[config.mk]
export PLATFORM = sky130hd
export DESIGN_NAME = vga_tile_scanner
export DESIGN_NICKNAME = d
export VERILOG_FILES = /design/src/rtl/vga_tile_pkg.sv /design/src/rtl/vga_timing_gen.sv /design/src/rtl/vga_tile_scanner.sv
export SDC_FILE = /design/constraint.sdc
export NUM_CORES = 1
export LEC_CHECK = 0
export ABC_AREA = 1
export BUFFER_PORTS_ARGS = -buffer_cell sky130_fd_sc_hd__clkbuf_2
export CAP_MARGIN = 20
export CORE_ASPECT_RATIO = 0.5
export CORE_UTILIZATION = 30
export CTS_CLUSTER_DIAMETER = 200
export DETAILED_ROUTE_END_ITERATION = 8
export HOLD_SLACK_MARGIN = 0.02
export PLACE_DENSITY_LB_ADDON = 0.08
export SLEW_MARGIN = 25
export SYNTH_ARGS = -nofsm -noshare
export SYNTH_HDL_FRONTEND = slang
export SYNTH_SLANG_ARGS = --single-unit
[constraint.sdc]
create_clock -name clk -period 3.1 [get_ports clk]
set_input_delay 0.155 -clock clk [delete_from_list [all_inputs] [get_ports clk]]
set_output_delay 0.155 -clock clk [all_outputs]
set_load 0.03 [all_outputs]
[src/rtl/vga_tile_pkg.sv]
// Shared timing defaults, page-base table helper and pipeline types for the
// tile-map VGA scanner.
package vga_tile_pkg;

  localparam int DEF_H_SYNC      = 96;
  localparam int DEF_H_BP        = 48;
  localparam int DEF_H_ACTIVE    = 640;
  localparam int DEF_H_FP        = 16;
  localparam int DEF_V_SYNC      = 2;
  localparam int DEF_V_BP        = 33;
  localparam int DEF_V_ACTIVE    = 480;
  localparam int DEF_V_FP        = 10;
  localparam int DEF_SYNC_POL    = 0;
  localparam int DEF_TILE_SHIFT  = 3;
  localparam int DEF_MAP_COLS    = 80;
  localparam int DEF_ADDR_W      = 14;
  localparam int DEF_PAGE_W      = 1;
  localparam int DEF_PAGE_BASE   = 2048;
  localparam int DEF_PAGE_STRIDE = 4800;
  localparam int DEF_RD_LAT      = 1;
  localparam int DEF_COLOR_W     = 12;

  typedef logic [DEF_COLOR_W-1:0] color_t;

  typedef struct packed {
    logic hs;
    logic vs;
    logic vis;
  } pipe_stage_t;

  // Only ever evaluated on constants, so it folds into a table at elaboration.
  function automatic int unsigned page_base(input int unsigned base,
                                            input int unsigned stride,
                                            input int unsigned page);
    return base + page * stride;
  endfunction

endpackage

[src/rtl/vga_timing_gen.sv]
// Raster counters for the tile scanner: raw sync, visible flag, visible
// coordinates and frame markers, all derived from the current counter state.
module vga_timing_gen #(
  parameter int H_SYNC   = 96,
  parameter int H_BP     = 48,
  parameter int H_ACTIVE = 640,
  parameter int H_FP     = 16,
  parameter int V_SYNC   = 2,
  parameter int V_BP     = 33,
  parameter int V_ACTIVE = 480,
  parameter int V_FP     = 10,
  parameter int SYNC_POL = 0
) (
  input  logic       clk,
  input  logic       rst,
  output logic       raw_hs,
  output logic       raw_vs,
  output logic       vis,
  output logic [9:0] x_ptr,
  output logic [9:0] y_ptr,
  output logic       frame_start,
  output logic       frame_end,
  output logic       frame_origin
);

  localparam int H_TOT = H_SYNC + H_BP + H_ACTIVE + H_FP;
  localparam int V_TOT = V_SYNC + V_BP + V_ACTIVE + V_FP;

  localparam logic [10:0] H_LAST   = 11'(H_TOT - 1);
  localparam logic [10:0] V_LAST   = 11'(V_TOT - 1);
  localparam logic [10:0] H_SYNC_E = 11'(H_SYNC);
  localparam logic [10:0] V_SYNC_E = 11'(V_SYNC);
  localparam logic [10:0] H_VIS_S  = 11'(H_SYNC + H_BP);
  localparam logic [10:0] V_VIS_S  = 11'(V_SYNC + V_BP);
  localparam logic [10:0] H_VIS_E  = 11'(H_SYNC + H_BP + H_ACTIVE);
  localparam logic [10:0] V_VIS_E  = 11'(V_SYNC + V_BP + V_ACTIVE);
  localparam logic        POL      = 1'(SYNC_POL);

  logic [9:0]  cnt_x, cnt_y;
  logic [10:0] cx, cy;
  logic        h_wrap, h_vis, v_vis;

  assign cx = {1'b0, cnt_x};
  assign cy = {1'b0, cnt_y};

  assign h_wrap       = (cx == H_LAST);
  assign frame_end    = h_wrap && (cy == V_LAST);
  assign frame_origin = (cnt_x == '0) && (cnt_y == '0);

  always_ff @(posedge clk) begin
    if (!rst) begin
      cnt_x       <= '0;
      cnt_y       <= '0;
      frame_start <= 1'b0;
    end else begin
      frame_start <= frame_end;
      if (h_wrap) begin
        cnt_x <= '0;
        cnt_y <= (cy == V_LAST) ? '0 : cnt_y + 10'd1;
      end else begin
        cnt_x <= cnt_x + 10'd1;
      end
    end
  end

  // Window XNOR polarity: low inside the window when SYNC_POL = 0.
  assign raw_hs = (cx < H_SYNC_E) ~^ POL;
  assign raw_vs = (cy < V_SYNC_E) ~^ POL;

  assign h_vis = (cx >= H_VIS_S) && (cx < H_VIS_E);
  assign v_vis = (cy >= V_VIS_S) && (cy < V_VIS_E);
  assign vis   = h_vis && v_vis;

  assign x_ptr = vis ? 10'(cx - H_VIS_S) : '0;
  assign y_ptr = vis ? 10'(cy - V_VIS_S) : '0;

endmodule

[src/rtl/vga_tile_scanner.sv]
// Tile-map VGA scanner: builds the video RAM read address incrementally from a
// paged tile map and re-aligns sync/blank with the returning colour data.
module vga_tile_scanner
  import vga_tile_pkg::*;
#(
  parameter int H_SYNC      = DEF_H_SYNC,
  parameter int H_BP        = DEF_H_BP,
  parameter int H_ACTIVE    = DEF_H_ACTIVE,
  parameter int H_FP        = DEF_H_FP,
  parameter int V_SYNC      = DEF_V_SYNC,
  parameter int V_BP        = DEF_V_BP,
  parameter int V_ACTIVE    = DEF_V_ACTIVE,
  parameter int V_FP        = DEF_V_FP,
  parameter int SYNC_POL    = DEF_SYNC_POL,
  parameter int TILE_SHIFT  = DEF_TILE_SHIFT,
  parameter int MAP_COLS    = DEF_MAP_COLS,
  parameter int ADDR_W      = DEF_ADDR_W,
  parameter int PAGE_W      = DEF_PAGE_W,
  parameter int PAGE_BASE   = DEF_PAGE_BASE,
  parameter int PAGE_STRIDE = DEF_PAGE_STRIDE,
  parameter int RD_LAT      = DEF_RD_LAT,
  parameter int COLOR_W     = DEF_COLOR_W
) (
  input  logic                 clk,
  input  logic                 rst,
  input  logic [PAGE_W-1:0]    page_req,
  input  logic                 page_req_vld,
  input  logic [COLOR_W-1:0]   color,
  output logic [ADDR_W-1:0]    addrb,
  output logic                 hs,
  output logic                 vs,
  output logic [COLOR_W/3-1:0] red,
  output logic [COLOR_W/3-1:0] green,
  output logic [COLOR_W/3-1:0] blue,
  output logic [9:0]           x_ptr,
  output logic [9:0]           y_ptr,
  output logic                 active,
  output logic                 frame_start,
  output logic [PAGE_W-1:0]    cur_page
);

  localparam int          NUM_PAGES = 2 ** PAGE_W;
  localparam int          C3        = COLOR_W / 3;
  localparam logic        POL       = 1'(SYNC_POL);
  localparam pipe_stage_t RST_STAGE = '{hs: POL, vs: POL, vis: 1'b0};

  logic raw_hs, raw_vs, vis, frame_end, frame_origin;

  vga_timing_gen #(
    .H_SYNC  (H_SYNC),
    .H_BP    (H_BP),
    .H_ACTIVE(H_ACTIVE),
    .H_FP    (H_FP),
    .V_SYNC  (V_SYNC),
    .V_BP    (V_BP),
    .V_ACTIVE(V_ACTIVE),
    .V_FP    (V_FP),
    .SYNC_POL(SYNC_POL)
  ) u_timing (
    .clk         (clk),
    .rst         (rst),
    .raw_hs      (raw_hs),
    .raw_vs      (raw_vs),
    .vis         (vis),
    .x_ptr       (x_ptr),
    .y_ptr       (y_ptr),
    .frame_start (frame_start),
    .frame_end   (frame_end),
    .frame_origin(frame_origin)
  );

  logic [ADDR_W-1:0] page_tbl [NUM_PAGES];

  for (genvar p = 0; p < NUM_PAGES; p++) begin : g_page_tbl
    assign page_tbl[p] = ADDR_W'(page_base(PAGE_BASE, PAGE_STRIDE, p));
  end

  logic [PAGE_W-1:0] pend_page;
  logic              pend_flag;

  // A strobe on the last frame clock bypasses the pending slot.
  always_ff @(posedge clk) begin
    if (!rst) begin
      cur_page  <= '0;
      pend_page <= '0;
      pend_flag <= 1'b0;
    end else if (frame_end) begin
      pend_flag <= 1'b0;
      if (page_req_vld)
        cur_page <= page_req;
      else if (pend_flag)
        cur_page <= pend_page;
    end else if (page_req_vld) begin
      pend_page <= page_req;
      pend_flag <= 1'b1;
    end
  end

  logic [ADDR_W-1:0] row_base;
  logic              row_step;

  assign row_step = vis && (x_ptr == 10'(H_ACTIVE - 1)) && (&y_ptr[TILE_SHIFT-1:0]);

  // Reloaded whenever the raster sits at 0,0, which also covers the first
  // frame after reset when no frame_start pulse has been issued yet.
  always_ff @(posedge clk) begin
    if (!rst)
      row_base <= '0;
    else if (frame_origin)
      row_base <= page_tbl[cur_page];
    else if (row_step)
      row_base <= row_base + ADDR_W'(MAP_COLS);
  end

  always_ff @(posedge clk) begin
    if (!rst)
      addrb <= '0;
    else
      addrb <= vis ? row_base + ADDR_W'(x_ptr >> TILE_SHIFT) : '0;
  end

  pipe_stage_t        pipe [RD_LAT+1];
  logic [COLOR_W-1:0] rgb_q;

  always_ff @(posedge clk) begin
    if (!rst) begin
      for (int i = 0; i <= RD_LAT; i++) pipe[i] <= RST_STAGE;
    end else begin
      pipe[0] <= '{hs: raw_hs, vs: raw_vs, vis: vis};
      for (int i = 1; i <= RD_LAT; i++) pipe[i] <= pipe[i-1];
    end
  end

  always_ff @(posedge clk) begin
    if (!rst) begin
      hs     <= POL;
      vs     <= POL;
      active <= 1'b0;
      rgb_q  <= '0;
    end else begin
      hs     <= pipe[RD_LAT].hs;
      vs     <= pipe[RD_LAT].vs;
      active <= pipe[RD_LAT].vis;
      rgb_q  <= pipe[RD_LAT].vis ? color : '0;
    end
  end

  assign red   = rgb_q[COLOR_W-1 -: C3];
  assign green = rgb_q[2*C3-1 -: C3];
  assign blue  = rgb_q[C3-1:0];

endmodule

==> impl_results.md, run 1 <==
* Status: finished, violations left
* Failing checks: design-rule violations
* Total power draw at 0.00201 W
* Ys flop type: dfxtp_1
* CTS tree: done
* Kind of critical path: flip-flop to flip-flop
* Post-synth EDFFs at 0
* Flops & latches, synth at 69
* Hold crit path type: input port to flip-flop
* Max-slew violation count at 0
* Top Ports at 67
* Final hold violations at 0
* Period utilization at 86.7%
* Die area at 11900 um^2
* CP cell instances: inv_1 > ha_1 > a21oi_2 > nor2_1 > nand2_1 > nand3_4 > a21oi_2 > ha_1 > a21o_1 > nand2_1 > nand2_1 > nand2_1 > nor3_2 > nand2_1 > o21ai_1 > a21oi_1
* Die height at 77.6 um
* Stages on worst setup path at 16
* First drt pass iteration count at 6
* Final hold slack at 0.0931 ns
* Root Buffer: clkbuf_16
* Worst skew pair latency at 0.34 ns
* Buf/Inv on CP at 1
* Routed wl met2 at 3450 um
* Layout Utilization at 39.2%
* Rows at 27
* Maxcap violations at 0
* Syn-to-layout area delta at 26.5%
* Max Fclk at 372 MHz
* Setup_tns at 0 ns
* CP max stage delay at 0.40 ns
* DRC viols at 2
* Final setup fails at 0
* Syn Area/Cell at 7.27 um^2
* CTS Buffer Depth at 2
* Starting DRT DRC Count at 146
* Initial antenna violation count at 0
* Tot GR Track Use at 14.8%
* Arr. time, crit path at 2.91 ns
* DR vias at 3015
* DRT met1 WL at 4480 um
* Gate count of the mapped netlist at 471
* Met3 WL post-DR at 317 um
* Sequential fraction of the synthesis area at 40.3%
* RD Place Congestion at 0.792
* Final instance area at 4330 um^2
* WHS Path Cells at 3
* Initial Utilization at 31.0%
* Reg clk slew, reported paths at 0.06 ns
* Synth unique cells at 41
* Avg Vias per Cell at 4.27
* Slew HR at 69.0%
* Final WL at 8320 um
* Top sig layer: met4
* Worst Max-Slew Pin Slew at 0.463 ns
* Post CTS Setup Buffer Count at 0
* Synthesis Warnings at 0
* Mapped Nets at 498
* Vias in the first global route at 2885
* IO buf count at 66
* Worst VDD drop at 0.206 mV
* Fin crit period at 2.69 ns
* Layout cell share with drive strength beyond 1 at 23.2%
* Startpoint types: flip-flop
* Dpl cell area at 3930 um^2
* Worst setup EP type: flip-flop
* Cell Pwr Density at 464 nW/um^2
* Htree depth at 3
* TritonCTS Sinks at 69
* Post-DP HPWL at 6330 um
* Per-cell routed wire length at 11.8 um
* NumNets Final at 583
* Share of synthesized registers carrying an async set or reset at 0%
* Clock skew at 0.00609 ns
* Crit Path Max Fanout at 6
* RSZ-0062 raised after global routing: no
* Fillcell total at 1195
* Cell Area, Synth at 3420 um^2
* First-pass GRT wire length at 13800 um
* P_leak at 2.13 nW
* CTS Buf Count at 9
* Family with the most delay on the worst path: simple AND/OR/NAND/NOR gates
* Ant diodes at 0
* Final ANT Viol Nets at 0
* Chip width at 153 um
* Largest net degree at the start of global routing at 19
* Final global-route overflow total at 0
* Slowest CP cell: dfxtp_1
* R2R depth at 16
* Core Area at 11000 um^2
* Crit path required time at 3.33 ns
* Most used cell, CP: nand2_1
-- report_power, final --
group / internal [W] / switching (W)
registers: 0.000899 / 0.0000132
logic: 0.0000496 / 0.0000650
clock network: 0.000553 / 0.000430
total: 0.00150 / 0.000508
-- path summary, 6_finish.rpt --
check,start,to,slack (ns)
max reg2reg,u_timing.cnt_x[5]$_SDFF_PP0_,addrb[13]$_SDFF_PN0_,0.41
max,u_timing.cnt_x[5]$_SDFF_PP0_,addrb[13]$_SDFF_PN0_,0.41
min reg2reg,pipe[0][5]$_SDFF_PN0_,hs$_SDFF_PN0_,0.41
min,page_req,pend_page$_SDFFE_PN0P_,0.09
-- synth_stat cells, types with 2 or more instances --
library cell	n	area [um^2]
nor2_1	87	327
nand2_1	84	315
inv_1	71	267
dfxtp_1	69	1380
a21oi_1	23	115
nor3_1	18	90.1
o21ai_0	13	65.1
nand3_1	12	60.1
ha_1	11	138
nand2_2	8	50.1
xor2_1	8	70.1
inv_2	7	26.3
nor2_2	5	31.3
nor2_4	5	56.3
o21ai_1	5	25.0
buf_2	4	20.0
nand3_4	4	70.1
nand4_1	4	25.0
nor3b_1	4	30.0
a211oi_1	3	22.5
clkbuf_1	2	7.51
nand3_2	2	20.0
nand3b_1	2	15.0
nor3_2	2	20.0
o31ai_1	2	15.0
-- what timing repair did --
action / CTS / global route
hold buffers: 12 / 0
gates resized for setup: 0 / 1
endpoints found under the hold margin: 12 / 0
endpoints found under the setup margin: 0 / 2
-- metal layers --
metal  vias up  GRT usage, %
met3         7          4.69
li1       1641             -
met4         0          5.56
met2        49          22.5
met1      1318          19.5
met5         -             0
-- cells by family (layout without fill, tap and decap cells) --
kind of cell    after synthesis  count (layout)  synth area share [%]
compound gates               51              51                  8.59
xor+xnor                      9               9                  2.30
flops                        69              69                  40.3
fa+ha+maj                    11              11                  4.02
simple gates                242             242                  34.3
buf+inv                      89             179                  10.4
-- placed cells by master (no fill, tap or decap), drive strengths merged --
cell / synthesis / routed
clkinvlp: 0 / 1
clkinv: 1 / 3
dlygate4sd3: 0 / 12
o21bai: 1 / 1
nor4: 1 / 1
dfxtp: 69 / 69
a41oi: 1 / 1
clkbuf: 2 / 75
buf: 6 / 4
nand2: 93 / 93
o21a: 1 / 1
o31ai: 2 / 2
nand3b: 2 / 2
nor3b: 4 / 4
nor3: 20 / 20
inv: 80 / 84
nor2: 98 / 98
xor2: 8 / 8
a211oi: 3 / 3
xnor2: 1 / 1
a21oi: 24 / 24
o21ai: 18 / 18
a21o: 1 / 1
nand3: 18 / 18
nand4: 5 / 5
ha: 11 / 11
or2: 1 / 1
-- state kept, by name (all words and copies together), names as in the netlist, 6 cells and up --
| name | cells |
|---|---|
| addrb | 14 |
| pipe | 6 |
| rgb_q | 12 |
| row_base | 10 |
| u_timing.cnt_x | 10 |
| u_timing.cnt_y | 10 |
-- worst min-delay path, delay by kind of cell --
kind / cells / cell delay [ns]
buffers and inverters: 1 / 0.09
AND/OR/NAND/NOR: 1 / 0.07
AO/OA/AOI/OAI: 1 / 0.06
-- through the flow --
step	worst slack, ns	cells
after CTS	0.277	706
after global placement	0.367	678
after global routing	0.0225	706
final	0.413	706
after detailed placement	0.290	678
after floorplan	0.0975	471
-- final cells by class --
class                      count  area, um^2  share of cell area, %
clock inverter                 7        56.3                   1.30
clock buffer                   9         225                   5.20
multi-input combinational    313        1700                   39.2
inverter                      81         312                   7.19
sequential                    69        1380                   31.9
tap                          145         181                   4.19
timing repair buffer          82         480                   11.1
(Power assumes the default switching activity.)
==> inputs of run 2 (changes only) <==
==> constraint.sdc (replaced) <==
create_clock -name clk -period 2.75 [get_ports clk]
set_input_delay 0.1375 -clock clk [delete_from_list [all_inputs] [get_ports clk]]
set_output_delay 0.1375 -clock clk [all_outputs]
set_load 0.03 [all_outputs]
==> impl_results.md, run 2 (synthesized netlist as in run 1, its figures left out) <==
* Status: finished, violations left
* Final instance area at 4440 um^2 (+2.4%)
* Final hold slack at 0.0826 ns (-0.0105 ns)
* Family with the most delay on the worst path: simple AND/OR/NAND/NOR gates
* Worst setup EP type: flip-flop
* Final setup fails at 0 (unchanged)
* Final hold violations at 0 (unchanged)
* Max-slew violation count at 0 (unchanged)
* Largest net degree at the start of global routing at 18 (-1)
* Final WL at 8400 um (+1.0%)
* CP max stage delay at 0.34 ns (-0.06 ns)
* First drt pass iteration count at 6 (unchanged)
* Worst Max-Slew Pin Slew at 0.490 ns (+0.0271 ns)
* Failing checks: design-rule violations
* Starting DRT DRC Count at 123 (-16%)
* Biggest regs: addrb (14), rgb_q (12)
* Cell Pwr Density at 509 nW/um^2 (+9.7%)
* Dpl cell area at 3990 um^2 (+1.7%)
* Die height at 77.6 um (unchanged)
* P_leak at 2.18 nW (+2.2%)
* NumNets Final at 589 (+1.0%)
* CP cell instances: inv_1 > ha_2 > nand3_2 > nand2_1 > nand2_2 > nor2_8 > nand3_4 > a21oi_4 > ha_4 > a21o_1 > nand2_1 > nand2_1 > nand2_2 > nor3_4 > buf_4 > nor2_1 > nor3_1
* First-pass GRT wire length at 14000 um (+1.3%)
* Layout cell share with drive strength beyond 1 at 25.4% (+2.2 points)
* Buf/Inv on CP at 2 (+1)
* Fin crit period at 2.53 ns (-0.159 ns)
* Ant diodes at 0 (unchanged)
* Max reg flops at 14 (unchanged)
* Arr. time, crit path at 2.75 ns (-0.16 ns)
* DRC viols at 2 (unchanged)
* CTS tree: done
* IO buf count at 66 (unchanged)
* Slowest CP cell: dfxtp_1
* Crit path required time at 2.97 ns (-0.36 ns)
* Final ANT Viol Nets at 0 (unchanged)
* Largest reg by FF count: addrb
* Fin cells at 712 (+0.85%)
* Post-DP HPWL at 6320 um (-0.20%)
* Per-cell routed wire length at 11.8 um (+0.19%)
* Root Buffer: clkbuf_16
* Crit Path Max Fanout at 5 (-1)
* TritonCTS Sinks at 69 (unchanged)
* Max Fclk at 396 MHz (+6.3%)
* Htree depth at 3 (unchanged)
* RD Place Congestion at 0.761 (-4.0%)
* Vias in the first global route at 2786 (-3.4%)
* Stages on worst setup path at 17 (+1)
* Commonest non-fill, non-tap cell in the layout: nor2_1
* Chip width at 153 um (unchanged)
* Setup_tns at 0 ns (unchanged)
* Total power draw at 0.00226 W (+12%)
* CTS Buf Count at 9 (unchanged)
* Worst VDD drop at 0.251 mV (+22%)
* Rows at 27 (unchanged)
* DR vias at 3057 (+1.4%)
* Clock skew at 0.00769 ns (+0.00160 ns)
* Initial antenna violation count at 0 (unchanged)
* Hold crit path type: input port to flip-flop
* Most used cell, CP: nand2_1
* Syn-to-layout area delta at 29.6%
* Avg Vias per Cell at 4.29 (+0.54%)
* R2R depth at 17 (+1)
* Most frequent cells in the layout: 85 x nor2_1, 82 x nand2_1, 71 x inv_1
* Kind of critical path: flip-flop to flip-flop
* Worst skew pair latency at 0.33 ns (about the same)
* Core Area at 11000 um^2 (unchanged)
* Initial Utilization at 31.0% (unchanged)
* Reg clk slew, reported paths at 0.06 ns (about the same)
* RSZ-0062 raised after global routing: no
* Maxcap violations at 0 (unchanged)
* Period utilization at 91.9% (+5.3 points)
* Top Ports at 67 (unchanged)
* Slew HR at 67.1% (-1.9 points)
* Tot GR Track Use at 15.1% (+0.31 points)
* Startpoint types: flip-flop
* WHS Path Cells at 3 (unchanged)
* Placed cells at 682 (+0.59%)
* CTS Buffer Depth at 2 (unchanged)
* Final global-route overflow total at 0 (unchanged)
* Die area at 11900 um^2 (unchanged)
[run 2: cell types whose count changed in the layout (fill, tap and decap cells not counted), moves of 2 or more]
| cell | delta |
|---|---|
| clkinv_4 | +2 |
| nand2_1 | -2 |
| inv_6 | -3 |
| buf_4 | +6 |
| ha_1 | -2 |
| nand2_2 | +2 |
[run 2: path summary, 6_finish.rpt]
check / start / to / slack, ns
min: page_req / pend_page$_SDFFE_PN0P_ / 0.08
max: u_timing.cnt_x[5]$_SDFF_PP0_ / addrb[12]$_SDFF_PN0_ / 0.22
min reg2reg: pipe[0][2]$_SDFF_PN0_ / pipe[0][5]$_SDFF_PN0_ / 0.40
max reg2reg: u_timing.cnt_x[5]$_SDFF_PP0_ / addrb[12]$_SDFF_PN0_ / 0.22
[run 2: final cells by class]
| class | instances | area [um^2] |
|---|---|---|
| fill | 1167 | 6610 |
| clock inverter | 6 | 47.5 |
| multi-input combinational | 313 | 1750 |
| tap | 145 | 181 |
| inverter | 81 | 312 |
| clock buffer | 10 | 239 |
| timing repair buffer | 88 | 526 |
| sequential | 69 | 1380 |
[run 2: power by group]
group | switching (W) | internal, W | leakage, nW
registers | 0.0000158 | 0.00101 | 0.558
logic | 0.0000733 | 0.0000559 | 1.48
clock network | 0.000459 | 0.000641 | 0.139
[run 2: worst reg2reg max path: stages (launching register included)]
cell	delay, ns
dfxtp_1	0.34
inv_1	0.12
ha_2	0.24
nand3_2	0.09
nand2_1	0.08
nand2_2	0.08
nor2_8	0.14
nand3_4	0.14
a21oi_4	0.19
ha_4	0.23
a21o_1	0.16
nand2_1	0.08
nand2_1	0.08
nand2_2	0.14
nor3_4	0.06
buf_4	0.13
nor2_1	0.08
nor3_1	0.06
[run 2: through the flow]
stage,worst slack [ns],utilization (%)
2_1_floorplan,0.0140,-
3_3_place_gp,0.122,36.1
3_5_place_dp,0.0606,36.1
4_1_cts,0.0524,39.8
5_1_grt,0.0177,40.2
6_report,0.222,40.2
[run 2: metal layers]
metal / share of wire [%] / up-vias / GRT usage [%]
met3: 3.9 / 8 / 4.30
met1: 54 / 1354 / 20.6
met2: 41 / 48 / 23.2
met5: 0 / - / 0
met4: 0.82 / 0 / 3.94
li1: - / 1647 / -
[run 2: what timing repair did]
| item | 4_1_cts | 5_1_grt |
|---|---|---|
| endpoints found under the hold margin | 12 | 0 |
| hold buffers | 12 | 0 |
| setup buffers | 0 | 2 |
| endpoints found under the setup margin | 0 | 4 |
| resized for setup | 0 | 5 |
==> inputs of run 3 (changes only) <==
--- a/config.mk
+++ b/config.mk
@@ -17,4 +17,5 @@
 export SLEW_MARGIN = 25
 export SYNTH_ARGS = -nofsm -noshare
 export SYNTH_HDL_FRONTEND = slang
+export SYNTH_HIERARCHICAL = 1
 export SYNTH_SLANG_ARGS = --single-unit
==> impl_results.md, run 3 <==
* Sw Share at 25.3% (+0.99 points)
* Ant diodes at 0 (unchanged)
* CTS Buffer Depth at 2 (unchanged)
* Kind of critical path: flip-flop to flip-flop
* Die area at 12700 um^2 (+7.4%)
* Final global-route overflow total at 0 (unchanged)
* Worst Max-Slew Pin Slew at 0.562 ns (+0.0718 ns)
* Final hold slack at 0.102 ns (+0.0190 ns)
* WHS Path Cells at 3 (unchanged)
* Reg2reg end: row_base[4]$_SDFFE_PN0P_
* Status: completed
* TritonCTS Sinks at 69 (unchanged)
* Mapped Nets at 558 (+12%)
* Starting DRT DRC Count at 127 (+3.3%)
* Hold crit path type: input port to flip-flop
* Share of the synthesized area in the top cell type at 37.5% (-2.8 points)
* P_leak at 2.33 nW (+7.0%)
* Synth cell count leaders: 119 x nand2_1, 76 x inv_1, 69 x dfxtp_1
* DR vias at 3374 (+10%)
* Max Fclk at 405 MHz (+2.4%)
* Rows at 28 (+3.7%)
* Worst skew pair latency at 0.34 ns (about the same)
* Synth unique cells at 33 (-20%)
* Clock skew at 0.00846 ns (+0.000775 ns)
* CTS Buf Count at 9 (unchanged)
* Htree depth at 3 (unchanged)
* Top Ports at 67 (unchanged)
* Startpoint types: flip-flop
* P_sw at 0.000570 W (+4.0%)
* Final WL at 9190 um (+9.4%)
* CP max stage delay at 0.59 ns (+0.25 ns)
* Die height at 80.3 um (+3.6%)
* Most used cell, CP: nand2_1
* Fin crit period at 2.47 ns (-0.0586 ns)
* Crit Path Max Fanout at 9 (+4)
* Synthesis Warnings at 6 (+6)
* Biggest regs: addrb (14), rgb_q (12)
* First drt pass iteration count at 4 (-2)
* Per-cell routed wire length at 11.6 um (-1.9%)
* Cell Area, Synth at 3680 um^2 (+7.5%)
* Arr. time, crit path at 2.74 ns (about the same)
* Hold Path End: pend_page$_SDFFE_PN0P_
* Layout Utilization at 39.8% (-0.37 points)
* DRC viols at 0 (-2)
* Max-slew violation count at 0 (unchanged)
* First-pass GRT wire length at 15000 um (+7.6%)
* CP cell instances: inv_2 > nand2_1 > nand2_1 > and2_1 > nand2_1 > nand3_4 > nor2_2 > buf_4 > nand2_1 > inv_1 > nand2_1 > nor2_2 > nand2_4 > or2_0 > a21oi_1
* Root Buffer: clkbuf_16
* Crit path required time at 3.02 ns (+0.05 ns)
* Gate count of the mapped netlist at 529 (+12%)
* Slowest CP cell: dfxtp_1
* Largest reg by FF count: addrb
* Slew HR at 62.2% (-4.9 points)
* Syn-to-layout area delta at 28.3%
* Vias in the first global route at 3148 (+13%)
* Final hold violations at 0 (unchanged)
* Most frequent cells in the layout: 119 x nand2_1, 76 x inv_1, 69 x dfxtp_1
* Post-DP HPWL at 7050 um (+12%)
* RD Place Congestion at 0.816 (+7.3%)
* Syn Area/Cell at 6.96 um^2 (-4.3%)
* Initial Utilization at 31.0% (about the same)
* Combinational share of power at 4.7% (-1.0 points)
* CTS tree: done
* Period utilization at 89.8% (-2.1 points)
* R2r startpoint: u_timing/cnt_x[6]$_SDFF_PP0_
* Cell Pwr Density at 477 nW/um^2 (-6.2%)
* Sequential fraction of the synthesis area at 37.5% (-2.8 points)
* R2R depth at 15 (-2)
* Avg Vias per Cell at 4.25 (-1.0%)
* Synth area leader: dfxtp_1
* Clock Power Share at 50.1% (+1.4 points)
* Worst VDD drop at 0.208 mV (-17%)
* Layout cell share with drive strength beyond 1 at 24.3% (-1.1 points)
* Share of synthesized registers carrying an async set or reset at 0% (unchanged)
* Top cells by area, synth: dfxtp_1 38%, nand2_1 12%, inv_1 7.7%
* Placed cells at 764 (+12%)
* Int Pwr at 0.00169 W (-1.4%)
* NumNets Final at 653 (+11%)
* Sequential power share at 45.2% (-0.4 points)
* Post-synth EDFFs at 0 (unchanged)
* Maxcap violations at 0 (unchanged)
* Max reg flops at 14 (unchanged)
* Ys flop type: dfxtp_1
* Total power draw at 0.00226 W (-0.11%)
* Tot GR Track Use at 15.4% (+0.35 points)
* RSZ-0062 raised after global routing: yes
* Final ANT Viol Nets at 0 (unchanged)
* Top-count cell post-synth: nand2_1
* IO buf count at 66 (unchanged)
* Largest net degree at the start of global routing at 16 (-2)
* Chip width at 159 um (+3.6%)
* Fin cells at 794 (+12%)
* Initial antenna violation count at 0 (unchanged)
* Core Area at 11900 um^2 (+7.5%)
* Reg2reg setup slack at 0.28 ns (+0.06 ns)
* Flops & latches, synth at 69 (unchanged)
* Worst setup EP type: flip-flop
* Final setup fails at 0 (unchanged)
* Commonest non-fill, non-tap cell in the layout: nand2_1
* Hold_sp: page_req_vld
* Reg clk slew, reported paths at 0.06 ns (about the same)
==> run 3: power by group through the flow <==
stage / combinational, W / sequential, W / clock (W)
after detailed placement: 0.0000928 / 0.00104 / 0
after CTS: 0.000107 / 0.00102 / 0.00118
after global placement: 0.0000930 / 0.00104 / 0
after floorplan: 0.0000582 / 0.00104 / 0
after global routing: 0.000121 / 0.00102 / 0.00122
final: 0.000106 / 0.00102 / 0.00113
==> run 3: per-layer routing <==
layer	GRT usage (%)	vias to the layer above	wire length (um)
li1	-	1837	-
met1	20.8	1477	4740
met2	24.0	51	4030
met3	3.62	9	324
met4	5.19	0	104
met5	0	-	0
==> run 3: repair_timing <==
action / 4_1_cts / 5_1_grt
hold buffers: 12 / 0
endpoints found under the setup margin: 0 / 18
resized for setup: 0 / 9
hold endpoints to repair: 12 / 0
buffers inserted: 0 / 2
==> run 3: worst max-delay path: cells and delay by family, from the launching register on <==
family          cells  cell delay [ns]
simple gates       11             1.35
flops               1             0.59
buf+inv             3             0.31
compound gates      1             0.13
==> run 3: worst max path at each step <==
stage	start	to	slack [ns]
global route	u_timing/cnt_x[4]$_SDFF_PP0_	addrb[8]$_SDFF_PN0_	-0.004
detailed placement	u_timing/cnt_y[1]$_SDFFE_PN0N_	row_base[4]$_SDFFE_PN0P_	0.07
floorplan	u_timing/cnt_x[4]$_SDFF_PP0_	addrb[13]$_SDFF_PN0_	0.11
finish	u_timing/cnt_x[6]$_SDFF_PP0_	row_base[4]$_SDFFE_PN0P_	0.28
global placement	u_timing/cnt_y[1]$_SDFFE_PN0N_	row_base[12]$_SDFFE_PN0P_	0.09
CTS	u_timing/cnt_y[1]$_SDFFE_PN0N_	row_base[4]$_SDFFE_PN0P_	0.03
==> run 3: cell families after synthesis <==
logic type	synth area share, %
buffers and inverters	10.5
adders and majority gates	4.42
other	0.102
AOI/OAI and AO/OA	6.49
DFF	37.5
xor gates and xnor gates	3.33
and+or+nand+nor	37.6
==> run 3: stage by stage <==
step	instance area (um^2)	TNS [ns]	worst slack [ns]
after floorplan	3680	0	0.110
after global placement	4240	0	0.0857
after detailed placement	4240	0	0.0714
after CTS	4650	0	0.0344
after global routing	4730	-0.00676	-0.00385
final	4730	0	0.280
==> run 3: cell type report <==
class | count | area (um^2)
Clock buffer | 9 | 225
Clock inverter | 7 | 65.1
Fill cell | 1322 | 7150
Inverter | 85 | 319
Multi-Input combinational cell | 367 | 1960
Sequential cell | 69 | 1380
Tap cell | 165 | 206
Timing Repair Buffer | 92 | 568
